==> src/rtl/dma_axi_mif.sv <==
// DMA AXI4 master interface: turns DMA read/write burst requests into AXI4
// AR/R and AW/W/B traffic, masks edge beats with byte strobes, moves data
// through an external FIFO and records the first bus error.
module dma_axi_mif #(
    parameter int unsigned AXI_ADDR_W = 32,
    parameter int unsigned AXI_DATA_W = 64,
    parameter int unsigned AXI_ID_W   = 4,
    parameter int unsigned RD_OUTS    = 4,
    parameter int unsigned WR_OUTS    = 4,
    parameter int unsigned DMA_ID     = 0
) (
    input  logic                    clk,
    input  logic                    rst,
    // read request
    input  logic                    rd_req_valid,
    output logic                    rd_req_ready,
    input  logic [AXI_ADDR_W-1:0]   rd_req_addr,
    input  logic [7:0]              rd_req_len,
    input  logic [2:0]              rd_req_size,
    input  logic                    rd_req_incr,
    input  logic [AXI_DATA_W/8-1:0] rd_req_fstrb,
    input  logic [AXI_DATA_W/8-1:0] rd_req_lstrb,
    // write request
    input  logic                    wr_req_valid,
    output logic                    wr_req_ready,
    input  logic [AXI_ADDR_W-1:0]   wr_req_addr,
    input  logic [7:0]              wr_req_len,
    input  logic [2:0]              wr_req_size,
    input  logic                    wr_req_incr,
    input  logic [AXI_DATA_W/8-1:0] wr_req_fstrb,
    input  logic [AXI_DATA_W/8-1:0] wr_req_lstrb,
    // AXI AR
    output logic                    arvalid,
    input  logic                    arready,
    output logic [AXI_ADDR_W-1:0]   araddr,
    output logic [7:0]              arlen,
    output logic [2:0]              arsize,
    output logic [1:0]              arburst,
    output logic [AXI_ID_W-1:0]     arid,
    output logic [2:0]              arprot,
    // AXI R
    input  logic                    rvalid,
    input  logic [AXI_DATA_W-1:0]   rdata,
    input  logic [1:0]              rresp,
    input  logic                    rlast,
    output logic                    rready,
    // AXI AW
    output logic                    awvalid,
    input  logic                    awready,
    output logic [AXI_ADDR_W-1:0]   awaddr,
    output logic [7:0]              awlen,
    output logic [2:0]              awsize,
    output logic [1:0]              awburst,
    output logic [AXI_ID_W-1:0]     awid,
    output logic [2:0]              awprot,
    // AXI W
    output logic                    wvalid,
    input  logic                    wready,
    output logic [AXI_DATA_W-1:0]   wdata,
    output logic [AXI_DATA_W/8-1:0] wstrb,
    output logic                    wlast,
    // AXI B
    input  logic                    bvalid,
    input  logic [1:0]              bresp,
    output logic                    bready,
    // data FIFO
    output logic                    fifo_wr,
    output logic [AXI_DATA_W-1:0]   fifo_wdata,
    input  logic                    fifo_full,
    output logic                    fifo_rd,
    input  logic [AXI_DATA_W-1:0]   fifo_rdata,
    input  logic                    fifo_empty,
    // control
    input  logic                    dma_active_i,
    input  logic                    dma_abort_i,
    input  logic                    clear_i,
    // status
    output logic                    pend_o,
    output logic                    err_valid_o,
    output logic                    err_src_o,
    output logic [1:0]              err_resp_o,
    output logic [AXI_ADDR_W-1:0]   err_addr_o,
    output logic [7:0]              err_cnt_o
);

    localparam int unsigned STRB_W = AXI_DATA_W / 8;
    localparam int unsigned RD_PW  = (RD_OUTS > 1) ? $clog2(RD_OUTS) : 1;
    localparam int unsigned WR_PW  = (WR_OUTS > 1) ? $clog2(WR_OUTS) : 1;
    localparam logic [RD_PW-1:0] RD_PTR_MAX = RD_PW'(RD_OUTS - 1);
    localparam logic [WR_PW-1:0] WR_PTR_MAX = WR_PW'(WR_OUTS - 1);
    localparam logic [4:0] RD_MAX = 5'(RD_OUTS);
    localparam logic [4:0] WR_MAX = 5'(WR_OUTS);

    // Byte enables for one beat of a burst: first/last beats use the edge masks.
    function automatic logic [STRB_W-1:0] beat_strb(input logic [7:0] beat,
                                                     input logic [7:0] len,
                                                     input logic [STRB_W-1:0] fstrb,
                                                     input logic [STRB_W-1:0] lstrb);
        if (len == 8'd0)       return fstrb & lstrb;
        else if (beat == 8'd0) return fstrb;
        else if (beat == len)  return lstrb;
        else                   return '1;
    endfunction

    function automatic logic [AXI_DATA_W-1:0] byte_mask(input logic [STRB_W-1:0] strb);
        logic [AXI_DATA_W-1:0] m;
        m = '0;
        for (int unsigned i = 0; i < STRB_W; i++) m[8*i +: 8] = {8{strb[i]}};
        return m;
    endfunction

    // Read context queue
    logic [STRB_W-1:0]     rq_fstrb [RD_OUTS];
    logic [STRB_W-1:0]     rq_lstrb [RD_OUTS];
    logic [7:0]            rq_len   [RD_OUTS];
    logic [AXI_ADDR_W-1:0] rq_addr  [RD_OUTS];
    logic [RD_PW-1:0]      rq_wptr_q, rq_rptr_q;
    logic [4:0]            rd_cnt_q;
    logic [7:0]            r_beat_q;

    // W/B context queue; W head and B head advance independently
    logic [STRB_W-1:0]     wq_fstrb [WR_OUTS];
    logic [STRB_W-1:0]     wq_lstrb [WR_OUTS];
    logic [7:0]            wq_len   [WR_OUTS];
    logic [AXI_ADDR_W-1:0] wq_addr  [WR_OUTS];
    logic [WR_PW-1:0]      wq_wptr_q, wq_hptr_q, wq_bptr_q;
    logic [4:0]            wr_cnt_q, w_pend_q;
    logic [7:0]            w_beat_q;

    // Sticky AW holding registers
    logic                  aw_hold_q;
    logic [AXI_ADDR_W-1:0] aw_addr_q;
    logic [7:0]            aw_len_q;
    logic [2:0]            aw_size_q;
    logic                  aw_incr_q;
    logic [STRB_W-1:0]     aw_fstrb_q, aw_lstrb_q;

    logic                  err_valid_q, err_src_q;
    logic [1:0]            err_resp_q;
    logic [AXI_ADDR_W-1:0] err_addr_q;
    logic [7:0]            err_cnt_q;

    logic active, ar_hs, r_hs, r_done, rd_pop;
    logic aw_req, aw_hs, w_hs, w_done, b_hs, b_pop, rd_err, wr_err;
    logic [AXI_ADDR_W-1:0] aw_addr_sel;
    logic [7:0]            aw_len_sel;
    logic [2:0]            aw_size_sel;
    logic                  aw_incr_sel;
    logic [STRB_W-1:0]     aw_fstrb_sel, aw_lstrb_sel, r_strb, w_strb;
    logic [8:0]            err_sum;

    // Reset also forces every handshake output low.
    assign active = dma_active_i & ~rst;

    // ---------------- read path ----------------
    assign arvalid      = active & rd_req_valid & (rd_cnt_q < RD_MAX);
    assign ar_hs        = arvalid & arready;
    assign rd_req_ready = ar_hs;
    assign araddr       = arvalid ? rd_req_addr : '0;
    assign arlen        = arvalid ? rd_req_len : 8'd0;
    assign arsize       = arvalid ? rd_req_size : 3'd0;
    assign arburst      = {1'b0, arvalid & rd_req_incr};
    assign arid         = AXI_ID_W'(DMA_ID);
    assign arprot       = 3'b010;

    assign rready  = active & (~fifo_full | dma_abort_i);
    assign r_hs    = rvalid & rready;
    assign r_done  = r_hs & rlast;
    assign rd_pop  = r_done & (rd_cnt_q != 5'd0);
    assign r_strb  = beat_strb(r_beat_q, rq_len[rq_rptr_q], rq_fstrb[rq_rptr_q],
                               rq_lstrb[rq_rptr_q]);
    assign fifo_wr    = r_hs & ~dma_abort_i;
    assign fifo_wdata = r_hs ? (rdata & byte_mask(r_strb)) : '0;

    // ---------------- write path ----------------
    assign aw_req       = active & wr_req_valid & (wr_cnt_q < WR_MAX) &
                          (~fifo_empty | dma_abort_i);
    assign awvalid      = active & (aw_hold_q | aw_req);
    assign aw_hs        = awvalid & awready;
    assign wr_req_ready = aw_hs;
    assign aw_addr_sel  = aw_hold_q ? aw_addr_q  : wr_req_addr;
    assign aw_len_sel   = aw_hold_q ? aw_len_q   : wr_req_len;
    assign aw_size_sel  = aw_hold_q ? aw_size_q  : wr_req_size;
    assign aw_incr_sel  = aw_hold_q ? aw_incr_q  : wr_req_incr;
    assign aw_fstrb_sel = aw_hold_q ? aw_fstrb_q : wr_req_fstrb;
    assign aw_lstrb_sel = aw_hold_q ? aw_lstrb_q : wr_req_lstrb;
    assign awaddr       = awvalid ? aw_addr_sel : '0;
    assign awlen        = awvalid ? aw_len_sel : 8'd0;
    assign awsize       = awvalid ? aw_size_sel : 3'd0;
    assign awburst      = {1'b0, awvalid & aw_incr_sel};
    assign awid         = AXI_ID_W'(DMA_ID);
    assign awprot       = 3'b010;

    // W only runs for bursts whose AW has already been accepted.
    assign wvalid  = active & (w_pend_q != 5'd0) & (~fifo_empty | dma_abort_i);
    assign w_hs    = wvalid & wready;
    assign wlast   = wvalid & (w_beat_q == wq_len[wq_hptr_q]);
    assign w_done  = w_hs & wlast;
    assign w_strb  = beat_strb(w_beat_q, wq_len[wq_hptr_q], wq_fstrb[wq_hptr_q],
                               wq_lstrb[wq_hptr_q]);
    assign wstrb   = (wvalid & ~dma_abort_i) ? w_strb : '0;
    assign wdata   = wvalid ? fifo_rdata : '0;
    assign fifo_rd = w_hs & ~dma_abort_i;

    assign bready = active;
    assign b_hs   = bvalid & bready;
    assign b_pop  = b_hs & (wr_cnt_q != 5'd0);

    // ---------------- status ----------------
    assign rd_err  = r_done & ((rresp == 2'b10) | (rresp == 2'b11));
    assign wr_err  = b_hs & ((bresp == 2'b10) | (bresp == 2'b11));
    assign err_sum = {1'b0, err_cnt_q} + {8'd0, rd_err} + {8'd0, wr_err};

    assign pend_o      = (rd_cnt_q != 5'd0) | (wr_cnt_q != 5'd0);
    assign err_valid_o = err_valid_q;
    assign err_src_o   = err_src_q;
    assign err_resp_o  = err_resp_q;
    assign err_addr_o  = err_addr_q;
    assign err_cnt_o   = err_cnt_q;

    // Queue storage; occupancy is tracked by the pointers, so no reset needed.
    always_ff @(posedge clk) begin
        if (ar_hs) begin
            rq_fstrb[rq_wptr_q] <= rd_req_fstrb;
            rq_lstrb[rq_wptr_q] <= rd_req_lstrb;
            rq_len[rq_wptr_q]   <= rd_req_len;
            rq_addr[rq_wptr_q]  <= rd_req_addr;
        end
        if (aw_hs) begin
            wq_fstrb[wq_wptr_q] <= aw_fstrb_sel;
            wq_lstrb[wq_wptr_q] <= aw_lstrb_sel;
            wq_len[wq_wptr_q]   <= aw_len_sel;
            wq_addr[wq_wptr_q]  <= aw_addr_sel;
        end
    end

    // Burst bookkeeping: counters, pointers, beat counters and sticky AW.
    always_ff @(posedge clk) begin
        if (rst || !dma_active_i) begin
            rq_wptr_q  <= '0;
            rq_rptr_q  <= '0;
            rd_cnt_q   <= '0;
            r_beat_q   <= '0;
            wq_wptr_q  <= '0;
            wq_hptr_q  <= '0;
            wq_bptr_q  <= '0;
            wr_cnt_q   <= '0;
            w_pend_q   <= '0;
            w_beat_q   <= '0;
            aw_hold_q  <= 1'b0;
            aw_addr_q  <= '0;
            aw_len_q   <= '0;
            aw_size_q  <= '0;
            aw_incr_q  <= 1'b0;
            aw_fstrb_q <= '0;
            aw_lstrb_q <= '0;
        end else begin
            if (ar_hs)  rq_wptr_q <= (rq_wptr_q == RD_PTR_MAX) ? '0 : rq_wptr_q + 1'b1;
            if (rd_pop) rq_rptr_q <= (rq_rptr_q == RD_PTR_MAX) ? '0 : rq_rptr_q + 1'b1;
            if (ar_hs != rd_pop) rd_cnt_q <= ar_hs ? rd_cnt_q + 5'd1 : rd_cnt_q - 5'd1;
            if (r_done)    r_beat_q <= '0;
            else if (r_hs) r_beat_q <= r_beat_q + 8'd1;

            aw_hold_q <= awvalid & ~awready;
            if (awvalid && !aw_hold_q) begin
                aw_addr_q  <= wr_req_addr;
                aw_len_q   <= wr_req_len;
                aw_size_q  <= wr_req_size;
                aw_incr_q  <= wr_req_incr;
                aw_fstrb_q <= wr_req_fstrb;
                aw_lstrb_q <= wr_req_lstrb;
            end

            if (aw_hs)  wq_wptr_q <= (wq_wptr_q == WR_PTR_MAX) ? '0 : wq_wptr_q + 1'b1;
            if (w_done) wq_hptr_q <= (wq_hptr_q == WR_PTR_MAX) ? '0 : wq_hptr_q + 1'b1;
            if (b_pop)  wq_bptr_q <= (wq_bptr_q == WR_PTR_MAX) ? '0 : wq_bptr_q + 1'b1;
            if (aw_hs != w_done) w_pend_q <= aw_hs ? w_pend_q + 5'd1 : w_pend_q - 5'd1;
            if (aw_hs != b_pop)  wr_cnt_q <= aw_hs ? wr_cnt_q + 5'd1 : wr_cnt_q - 5'd1;
            if (w_done)    w_beat_q <= '0;
            else if (w_hs) w_beat_q <= w_beat_q + 8'd1;
        end
    end

    // Error capture: first error sticks, read beats write on a tie, clear wins.
    always_ff @(posedge clk) begin
        if (rst || clear_i) begin
            err_valid_q <= 1'b0;
            err_src_q   <= 1'b0;
            err_resp_q  <= '0;
            err_addr_q  <= '0;
            err_cnt_q   <= '0;
        end else begin
            if (!err_valid_q && (rd_err || wr_err)) begin
                err_valid_q <= 1'b1;
                err_src_q   <= ~rd_err;
                err_resp_q  <= rd_err ? rresp : bresp;
                err_addr_q  <= rd_err ? rq_addr[rq_rptr_q] : wq_addr[wq_bptr_q];
            end
            if (rd_err || wr_err) err_cnt_q <= err_sum[8] ? 8'hFF : err_sum[7:0];
        end
    end

endmodule

==> config.mk <==
export PLATFORM = sky130hd
export DESIGN_NAME = dma_axi_mif
export DESIGN_NICKNAME = d
export VERILOG_FILES = /design/src/rtl/dma_axi_mif.sv
export SDC_FILE = /design/constraint.sdc
export NUM_CORES = 1
export LEC_CHECK = 0
export CAP_MARGIN = 20
export CORE_MARGIN = 3
export CORE_UTILIZATION = 30
export CTS_CLUSTER_DIAMETER = 100
export DETAILED_ROUTE_END_ITERATION = 12
export RECOVER_POWER = 50
export SYNTH_ARGS = -nofsm -noshare
export SYNTH_HDL_FRONTEND = slang
export SYNTH_SLANG_ARGS = --single-unit
==> constraint.sdc <==
create_clock -name clk -period 4.5 [get_ports clk]
set_input_delay 1.35 -clock clk [delete_from_list [all_inputs] [get_ports clk]]
set_output_delay 1.35 -clock clk [all_outputs]
set_load 0.05 [all_outputs]
Yosys cells after proc, flatten, opt, wreduce, memory -nomap -nowiden

Memory sizes are Yosys's and may differ from the RTL's. A register that Yosys moved wholly into a read port is not among the register bits.
Cells that the tools add are included.
W data, S select, Z words.

$add $sub $neg: 15
Multiply operators: 0
Div/mod/pow operators: 0
Magnitude comparators: 2
Eq/ne operators: 14
Shift-type cells: 0
Multiplexer cells: 52
Bitwise logic cells: 43
Reductions and logical operators: 17

Operators with widths:

| cell                  | count |
|---|---|
| $mux W32              | 4 |
| $mux W64              | 2 |
| $mux W8               | 13 |
| $and A64 B64 Y64      | 1 |
| $mux W2               | 22 |
| $logic_not A8 Y1      | 4 |
| $and A1 B1 Y1         | 28 |
| $eq A2 B2 Y1 const B  | 9 |
| $add A8 B1 Y8 const B | 2 |
| $and A8 B8 Y8         | 2 |
| $eq A8 B8 Y1          | 2 |
| $add A5 B1 Y5 const B | 3 |
| $mux W5               | 3 |
| $reduce_bool A5 Y1    | 3 |
| $sub A5 B1 Y5 const B | 3 |
| $add A2 B1 Y2 const B | 5 |
| $lt A5 B3 Y1 const B  | 2 |
| $add A8 B1 Y9         | 1 |
| $add A9 B1 Y9         | 1 |
| $mux W3               | 3 |
| $not A1 Y1            | 6 |
| $or A1 B1 Y1          | 6 |
| $mux W1               | 5 |
| $reduce_or A2 Y1      | 2 |
| other kinds (4)       | 11 |

Flip-flop bits (word level): 146
Latch bits: 0
Memory bits (writable): 448
ROM bits: 0
Output and inout port bits: 295
Word-level logic and storage cells: 173
Memories: 8

Memories:

| name            | words | bits a word | read ports | clocked after Yosys merged registers in | wr ports | RTL line | RTL |
|---|---|---|---|---|---|---|---|
| rq_addr         | 4     | 32          | 1          | 1                                       | 1        | 116      | `logic [AXI_ADDR_W-1:0] rq_addr [RD_OUTS];` |
| wq_addr         | 4     | 32          | 1          | 1                                       | 1        | 125      | `logic [AXI_ADDR_W-1:0] wq_addr [WR_OUTS];` |
| rq_fstrb        | 4     | 8           | 1          | 1                                       | 1        | 113      | `logic [STRB_W-1:0] rq_fstrb [RD_OUTS];` |
| rq_len          | 4     | 8           | 1          | 1                                       | 1        | 115      | `logic [7:0] rq_len [RD_OUTS];` |
| rq_lstrb        | 4     | 8           | 1          | 1                                       | 1        | 114      | `logic [STRB_W-1:0] rq_lstrb [RD_OUTS];` |
| wq_fstrb        | 4     | 8           | 1          | 1                                       | 1        | 122      | `logic [STRB_W-1:0] wq_fstrb [WR_OUTS];` |
| 2 more memories | n/a   | n/a         | n/a        | n/a                                     | n/a      | n/a      |  |

Longest topological paths before layout

Depth after elaboration: 10
Gate-level depth with buffers: 11

Least setup slack after synthesis

Ideal clock, no wire load.

Path kind: input port to output port
Start: input port rst
End: output port awlen[0]
Arrival time: 3.421 ns
Path slack: -0.271 ns
Cell stages on the path: 6
Path buffers: 3
Path through: nand2b_1 > inv_1 > clkbuf_1 > clkbuf_1 > clkbuf_1 > and3_1

Longest elaborated chain between the ends: 8

RTL lines:

| item                        | RTL line | RTL |
|---|---|---|
| start, declared             | 13       | `input logic rst,` |
| $not A1 Y1 *                | 153      | `assign active = dma_active_i & ~rst;` |
| $and A1 B1 Y1 *             | 153      |  |
| via bready                  | 65       | `output logic bready,` |
| $and A1 B1 Y1 (3 in series) | 176      | `assign aw_req = active & wr_req_valid & (wr_cnt_q < WR_MAX) &` |
| $or A1 B1 Y1                | 178      | `assign awvalid = active & (aw_hold_q \| aw_req);` |
| $and A1 B1 Y1 *             | 178      |  |
| $mux W8 *                   | 188      | `assign awlen = awvalid ? aw_len_sel : 8'd0;` |
| end, declared               | 51       | `output logic [7:0] awlen,` |

The timed path passes the listed nets; every way through them passes the cells marked *.

Worst setup path in the final report

Start: input port dma_abort_i
End: output port awaddr[25]

Longest elaborated chain between the ends: 5

RTL lines:

| item            | RTL line | RTL |
|---|---|---|
| start, declared | 75       | `input logic dma_abort_i,` |
| $or A1 B1 Y1    | 177      | `(~fifo_empty \| dma_abort_i);` |
| $and A1 B1 Y1   | 176      |  |
| $or A1 B1 Y1    | 178      |  |
| $and A1 B1 Y1   | 178      |  |
| $mux W32        | 187      | `assign awaddr = awvalid ? aw_addr_sel : '0;` |
| end, declared   | 50       | `output logic [AXI_ADDR_W-1:0] awaddr,` |

No other way between the ends.

==> results.md <==
* Switch Pwr at ~0.0028 W
* Area growth syn-to-layout at 47.33%
* Synth cell count leaders: 448 x edfxtp_1, 152 x dfxtp_1, 142 x and3_1, 141 x nand2_1, 112 x mux4_2
* Maximum fanout along the worst path at 35
* DRT Pass-1 Iters at 5
* Register-to-Register Setup Slack at between 900 and 1000 ps
* DRC Markers at 0
* DP HPWL at 55,810 um
* Hold Path Origin: aw_addr_q[23]
* Full die area at 0.08900 mm2
* Sw frac at ~23%
* Final setup viols at 2
* Final Hold Vio Count at 0
* Worst Clk Skew at between 20 and 25 ps
* Drt total wl at just under 80,000 um
* Vias at 16,940
* Antenna Violating Nets Remaining at 0
* Final Non-Filler Cells at approximately 3,500
* Ys Warns at 0
* TritonCTS clock tree: yes
* # IOs at approximately 560
* Post-synthesis cell type count at between 60 and 70
* R2R Path End: rq_addr[3][11]
* WHS Path Cells at 2
* Fraction of layout cells with a size suffix above 1 at about a quarter
* EDFF count, synth at 448
* GRT Overall Usage at roughly 17%
* Worst hold path endpoint: aw_addr_q[23]
* Final worst setup slack at -1.937 ps
* Status: finished, violations left
* Cell area after synthesis at roughly 0.026 mm2
* Via density at 4.785
* Least-Margin Pin Slew at about 1400 ps
* Worst skew pair latency at roughly 590 ps
* Most frequent cell after synthesis: edfxtp_1
* Max Cap Violations at 0
* Vias in the first global route at 17,730
* WP data arrival at between 3000 and 4000 ps
* Synth area leaders: edfxtp_1 52%, dfxtp_1 12%, mux4_2 9.8%
* Max Root-Sink Buffers at 3
* Minimum clock period at 4502 ps
* Reg clk slew, reported paths at 60 ps
* Kind of critical path: primary input to output port
* RSZ-0062 raised after global routing: true
* Nature of the critical path startpoint: primary input
* Clock power share at a little over two fifths
* Yosys top cell by area: edfxtp_1
* WL/cell at ~22 um
* Fmax at between 200 and 250 MHz
* Hold Buf Count CTS at 0
* Pin count of the biggest net entering global routing at about 120
* Failing checks: setup timing
* Fin crit share at 100.0%
* Initial Utilization at a little under a third
* Die Y-Extent at 298.3 um
* Placed Instances at around 3,400
* Max-slew violation total from the final report at 0
* Num CTS Buffers at 67
* Setup WS pre-CTS at -53.58 ps
* Remaining global-route overflow at 0
* Initial DRC Count at between 900 and 1,000
* H-tree depth at 3
* Area share of the largest cell type after synthesis at between 50% and 60%
* Leak Pwr at between 10 and 15 nW
* Clock Root Buffer: clkbuf_16
* Power share of the combinational group at about 8.6%
* Setup_tns at -2.470 ps
* Min-Delay Path Class: flip-flop to flip-flop
* Gate Count Post-Synth at 1,770
* Worst flop-to-flop path startpoint: rd_cnt_q[2]
* Prevailing post-synth register cell: edfxtp_1
* Worst r2r path cells at 7
* Rows at ~110
* GPL Wtd Cong at ~1
* PwrDens at between 300 and 400 mW/mm2
* Req. time, crit path at between 3000 and 4000 ps
* Synth async-reset ratio at 0%
* Fill cells at 7,381
* Register share of total power at around half
* Chip width at 298.3 um
* Synth Area per Inst at between 10 and 15 um2
* First-pass GRT wire length at 113,700 um
* Synthesized flop and latch total at 600
* Slew HR at between 7 and 8%
* Int Power at between 0.009 and 0.01 W
* Hold Slack at 455.4 ps
* Worst setup EP type: output port
* Core box area at 0.08422 mm2
* CTS Sinks at 600
* Sequential-to-total area share from yosys stat at ~64%
* Initial antenna violation count at 7
* Port bufs at 545
* VDD IR max at 218.8 uV
* Layout Nets at between 2,000 and 3,000
## cells by family (layout without fill, tap and decap cells)
kind of cell	after synthesis	in the layout	synth area share [%]
flops	600	600	64.34
simple gates	560	560	11.50
mux	213	213	14.06
buf+inv	153	773	2.674
compound gates	174	174	4.519
other cells	2	19	0.02929
xor+xnor	40	40	1.396
fa+ha+maj	28	28	1.484
## stage by stage
step / cell area, um2 / utilization, % / total power (W)
floorplan: 25690 / - / 0.006605
global placement: 35230 / 41.83 / 0.007223
detailed placement: 35230 / 41.83 / 0.007246
CTS: 37580 / 44.62 / 0.01272
global route: 37770 / 44.84 / 0.01298
finish: 37770 / 44.85 / 0.01252
## how the worst max path moves through the flow
stage                           to  slack, ps         start  cells past startpoint
global placement          wstrb[5]        -60  dma_active_i                      7
CTS                 fifo_wdata[62]         -5           rst                      9
finish                  awaddr[25]         -2   dma_abort_i                      7
floorplan            wq_addr[1][0]          1           rst                      6
global route        fifo_wdata[16]        -70     flip-flop                      8
detailed placement       wdata[16]        -50  dma_active_i                      7
## worst max-delay path, cell delays in order
cell	delay (ps)
dlygate4sd3_1	590
buf_12	160
nand2b_1	150
a31o_2	290
buf_12	190
and3_1	230
buf_12	160
## cells in the final DEF (no fill, tap or decap), types with 8 or more instances in the layout
master           count
xnor2_1             23
nand3_1             24
mux2_1              56
nor4_1              12
and2_1              73
nand2b_1             9
dfxtp_1            146
clkbuf_16           70
xor2_1              14
edfxtp_1           448
inv_1               20
a21oi_1             15
o221a_1              8
mux4_2             112
nor2_1              95
and3_1             107
buf_4               38
nor3_1              13
a211oi_1            38
o21ai_0             65
clkbuf_1            25
clkinv_2             8
clkdlybuf4s50_1    213
nand4_1             16
mux2i_1             45
nand2_1            141
ha_1                24
buf_12             260
dlygate4sd3_1       97
conb_1              16
and3_4              35
clkinv_1            12
## power groups by stage
stage / combinational [W] / sequential (W) / clock, W
after detailed placement: 0.00110 / 0.00614 / 0
after floorplan: 0.000451 / 0.00615 / 0
final: 0.00108 / 0.00602 / 0.00542
after global routing: 0.00115 / 0.00603 / 0.00581
after CTS: 0.00111 / 0.00602 / 0.00558
after global placement: 0.00109 / 0.00614 / 0
## final cells by class
cell class | instances | area, um2 | area share, %
diodes | 3 | 7.507 | 0.01988
clock buffers | 85 | 1837 | 4.863
clock inverters | 37 | 369.1 | 0.9772
inverters | 22 | 85.08 | 0.2253
multi-input cells | 1031 | 8815 | 23.34
flip-flops and latches | 600 | 16510 | 43.71
well taps | 1134 | 1419 | 3.756
repair buffers | 629 | 8728 | 23.11
## registers in the layout (all words and copies together), names as in the netlist, 3 cells and up, named ones only
| signal | count |
|---|---|
| aw_addr_q | 32 |
| aw_fstrb_q | 8 |
| aw_len_q | 8 |
| aw_lstrb_q | 8 |
| aw_size_q | 3 |
| err_addr_o | 32 |
| err_cnt_o | 8 |
| r_beat_q | 8 |
| rd_cnt_q | 5 |
| rq_addr | 128 |
| rq_fstrb | 32 |
| rq_len | 32 |
| rq_lstrb | 32 |
| w_beat_q | 8 |
| w_pend_q | 5 |
| wq_addr | 128 |
| wq_fstrb | 32 |
| wq_len | 32 |
| wq_lstrb | 32 |
| wr_cnt_q | 5 |
## repair_timing
item,4_1_cts,5_1_grt
endpoints found under the hold margin,0,0
pin swaps,1,26
setup endpoints to repair,125,87
gates cloned,0,1
gates resized for setup,25,37
buffers inserted,3,6
## metal layers
metal	GRT usage, %	routed length, um
met5	0	17
met4	4.542	1792
met3	3.240	4047
met2	30.06	40250
met1	20.69	30820
Note: power is estimated with default switching activity, not from simulation.
